[config.mk]
export PLATFORM = sky130hd
export DESIGN_NAME = fifo_win_sum
export DESIGN_NICKNAME = d
export VERILOG_FILES = /design/src/rtl/fifo_win_sum.sv
export SDC_FILE = /design/constraint.sdc
export NUM_CORES = 1
export LEC_CHECK = 0
export CAP_MARGIN = 20
export CORE_AREA = 5 5 277 279
export DETAILED_ROUTE_END_ITERATION = 6
export DIE_AREA = 0 0 282 284
export PLACE_DENSITY = 0.67
export SYNTH_ARGS = -nofsm -noshare
export SYNTH_HDL_FRONTEND = slang
export SYNTH_SLANG_ARGS = --single-unit
[constraint.sdc]
create_clock -name sys_clk -period 5 [get_ports sys_clk]
set_input_delay 0.75 -clock sys_clk [delete_from_list [all_inputs] [get_ports sys_clk]]
set_output_delay 0.75 -clock sys_clk [all_outputs]
set_load 0.1 [all_outputs]
[src/rtl/fifo_win_sum.sv]
// Streaming vertical-window summer: per column, sums the current element with the
// WIN-1 vertically aligned elements of the preceding rows held in circular line buffers.
module fifo_win_sum #(
  parameter int DATA_W  = 8,
  parameter int COL_NUM = 50,
  parameter int ROW_NUM = 50,
  parameter int WIN     = 3,
  parameter int SUM_W   = DATA_W + 3
) (
  input  logic              sys_clk,
  input  logic              sys_rst_n,
  input  logic              clr,
  input  logic [DATA_W-1:0] pi_data,
  input  logic              pi_flag,
  output logic [SUM_W-1:0]  po_sum,
  output logic              po_flag,
  output logic              frame_done
);

  localparam int CW = $clog2(COL_NUM);
  localparam int RW = $clog2(ROW_NUM);
  localparam int NB = WIN - 1;

  localparam logic [CW-1:0] COL_LAST  = CW'(COL_NUM - 1);
  localparam logic [RW-1:0] ROW_LAST  = RW'(ROW_NUM - 1);
  localparam logic [RW-1:0] ROW_FIRST = RW'(WIN - 1);

  function automatic logic [SUM_W-1:0] widen(input logic [DATA_W-1:0] d);
    return SUM_W'(d);
  endfunction

  logic [CW-1:0]     col_cnt;
  logic [RW-1:0]     row_cnt;
  logic              accept_p0;
  logic              col_wrap_p0;
  logic              row_wrap_p0;
  logic              vld_p0;
  logic [SUM_W-1:0]  sum_p0;
  logic [DATA_W-1:0] lb_rd_p0 [NB];
  logic [DATA_W-1:0] lb       [NB][COL_NUM];

  // ---- stage p0: address the line buffers with col_cnt and form the window sum
  // An element arriving together with clr is dropped entirely.
  assign accept_p0   = pi_flag & ~clr;
  assign col_wrap_p0 = (col_cnt == COL_LAST);
  assign row_wrap_p0 = (row_cnt == ROW_LAST);
  assign vld_p0      = accept_p0 && (row_cnt >= ROW_FIRST);

  always_comb begin
    for (int k = 0; k < NB; k++) lb_rd_p0[k] = lb[k][col_cnt];
  end

  always_comb begin
    sum_p0 = widen(pi_data);
    for (int k = 0; k < NB; k++) sum_p0 = sum_p0 + widen(lb_rd_p0[k]);
  end

  // Rows shift one buffer down the chain; the oldest row falls off the end.
  always_ff @(posedge sys_clk) begin
    if (accept_p0) begin
      lb[0][col_cnt] <= pi_data;
      for (int k = 1; k < NB; k++) lb[k][col_cnt] <= lb_rd_p0[k-1];
    end
  end

  always_ff @(posedge sys_clk or negedge sys_rst_n) begin
    if (!sys_rst_n) begin
      col_cnt <= '0;
      row_cnt <= '0;
    end else if (clr) begin
      col_cnt <= '0;
      row_cnt <= '0;
    end else if (accept_p0) begin
      col_cnt <= col_wrap_p0 ? '0 : col_cnt + 1'b1;
      if (col_wrap_p0) row_cnt <= row_wrap_p0 ? '0 : row_cnt + 1'b1;
    end
  end

  // ---- stage p1: registered outputs, po_sum held between strobes
  always_ff @(posedge sys_clk or negedge sys_rst_n) begin
    if (!sys_rst_n) begin
      po_sum     <= '0;
      po_flag    <= 1'b0;
      frame_done <= 1'b0;
    end else if (clr) begin
      po_sum     <= '0;
      po_flag    <= 1'b0;
      frame_done <= 1'b0;
    end else begin
      po_flag    <= vld_p0;
      frame_done <= vld_p0 & col_wrap_p0 & row_wrap_p0;
      if (vld_p0) po_sum <= sum_p0;
    end
  end

endmodule

==> qor.txt <==
Most frequent cells in the layout = edfxtp_1, buf_4, mux2i_1, nor2_1, clkbuf_16
Overflow after GRT = 0
Worst-Margin Slew = 0.981 ns
WL final = 91.0 mm
Synth cell types = 67
Cell Rows = 100
CP Max Fanout = 29
Yosys top cell area share = 73.2%
H-tree levels = 3
Maximum clock frequency = 206 MHz
Crit path kind = reg2reg
Worst min path class = reg2reg
Die X = 282 microns
Post_cts resized = 0
Starting density of the core = 44.4%
Core Area = 73900 sq um
CTS Buffer Depth = 3
Ys async rst share = 2.91%
Pins Over Slew Limit = 0
GPL Wtd Cong = 0.985
Fin crit share = 97.1%
Post-route minimum period = 4.85 ns
Top post-synthesis cells by area = edfxtp_1, mux4_2, mux2i_1, dfrtp_1, mux2_2
Cell Pwr Density = 402 nW/um^2
Cell Area, Synth = 32800 sq um
ANT cells = 0
Commonest non-fill, non-tap cell in the layout = edfxtp_1
Worst Setup End Kind = flip-flop
Post-synth top flop = edfxtp_1
Max cap viols = 0
Router iterations before antenna repair = 7
Setup TNS = 0 ns
CTS tree = built
Clock Skew = 0.0243 ns
Post-synth EDFFs = 800
Leakage = 12.1 nW
Hold Buf Count CTS = 0
Ports = 25
Initial antenna violation count = 3
# setup viols final = 0
Proportion of layout cells with a drive suffix above 1 = 22.4%
Reg clk slew, reported paths = 0.06 ns
Gate Count Post-Synth = 1815
Worst Setup Start Kind = flip-flop
Sequential fraction of the synthesis area = 75.0%
Port Buffers = 23
GRT Overall Usage = 22.5%
HPWL after DPL = 56.5 mm
Clock latency at the later pin of the worst-skew pair = 0.65 ns
Area delta synth->final = 14.9%
Final nets = 2016
Syn Nets = 1848
Postcts setup bufs = 0
Final hold vios = 0
Clk sinks = 824
Synth Register Bits = 824
Avg Synthesized Cell Area = 18.1 sq um
Slew headroom = 34.4%
Arrival time at the worst endpoint = 5.36 ns
Status = finished with violations
Die Area = 80100 sq um
Post-synth top area cell = edfxtp_1
Maximum vdd drop = 0.000225 V
Drc violations = 2
Routed Antenna Nets = 0
TritonCTS buffer count = 84
Yosys Warn Count = 0
Via count = 18500
Critical Path RT = 5.50 ns
First-pass GRT wire length = 130 mm
Failing checks = DRC
Initial DRC count = 2568
Routed len/inst = 30.1 microns
Core Util, Final = 51.0%
Vias in the first global route = 18000
DR vias/cell = 6.13
RSZ-0062 raised after global routing = false
Largest net degree at the start of global routing = 51
CTS Root Cell = clkbuf_16
Die height = 284 microns
[flip-flops by register name, summed over array words and instances (netlist names)]
register	flops
lb	800
row_cnt	6
frame_done	1
po_sum	10
col_cnt	6
po_flag	1
[through the flow]
step / instance area, sq um / hold WS, ns / setup slack [ns] / power (mW) / instances
final: 37700 / 0.516 / 0.146 / 15.2 / 3024
after global routing: 37700 / 0.545 / 0.00203 / 15.6 / 3024
after CTS: 37700 / 0.511 / 0.261 / 15.2 / 3024
after detailed placement: 34900 / 0.505 / 0.273 / 8.86 / 2866
after global placement: 34900 / 0.500 / 0.279 / 8.84 / 2865
after floorplan: 32800 / 0.454 / 0.262 / 8.40 / 1815
[worst max-delay path: stages, from the launching register on]
cell and delay (ns):
dfrtp_4 0.69, buf_12 0.30, buf_4 0.23, buf_4 0.22, nor2_1 0.07, a21oi_1 0.17
a21oi_1 0.09, o21ai_0 0.71, and4_1 0.33, fa_1 0.42, inv_1 0.06, ha_1 0.16
inv_1 0.06, fa_1 0.38, nor2b_1 0.15, o21ai_0 0.09, nand2b_1 0.13, a31o_2 0.20
xnor2_1 0.11, o21ai_0 0.08
[metal layers]
metal / track usage [%] / wire, microns / up-vias
met2: 34.2 / 41500 / 1085
met1: 32.1 / 36200 / 9582
met3: 5.26 / 9860 / 181
met5: 0 / 13 / -
met4: 7.87 / 3370 / 2
li1: - / - / 7677
[cells by family after synthesis]
kind of cell               share of synthesized area, %
AOI/OAI and AO/OA                                  6.89
xor gates and xnor gates                          0.213
adders and majority gates                          1.01
buffers and inverters                              2.42
DFF                                                75.0
muxes                                              10.7
other                                            0.0114
and+or+nand+nor                                    3.73
[cells in the mapped netlist, drive strengths merged, types with 7 or more instances]
cell and number:
o2bb2ai 7, buf 86, ha 12, a21oi 69
a221o 9, nor2b 8, mux2 48, fa 9
nand2 69, o22ai 34, a22o 20, inv 13
edfxtp 800, o211ai 16, clkbuf 23, nor2 113
a221oi 45, mux4 80, o21ai 66, or4 8
nand3b 9, nor3 14, dfrtp 24, a22oi 40
mux2i 117
[layout make-up]
class                   instances  area [sq um]
fillers                      5830         36200
flip-flops and latches        824         24600
multi-input cells             869          7420
clock buffers                  99          2210
repair buffers                191          1560
well taps                     969          1210
clock inverters                59           628
inverters                      13          48.8
[where the power goes]
| part | internal (mW) | switching [mW] |
|---|---|---|
| sequential | 7.67 | 0.0164 |
| combinational | 0.345 | 0.707 |
| clock | 3.80 | 2.62 |
| total | 11.8 | 3.34 |
[final timing paths]
| path | end | start | cells past startpoint | slack, ns |
|---|---|---|---|---|
| min in group asynchronous | po_sum[5] | sys_rst_n | 1 | 0.54 |
| max in group asynchronous | col_cnt[1] | sys_rst_n | 2 | 3.89 |
| setup / recovery | po_sum[7] | col_cnt[1] | 19 | 0.15 |
| setup reg to reg | po_sum[7] | col_cnt[1] | 19 | 0.15 |
| hold reg to reg | po_sum[5] | po_sum[5] | 2 | 0.52 |
| hold / removal | po_sum[5] | po_sum[5] | 2 | 0.52 |
No activity file was read; power rests on OpenSTA's default activity.
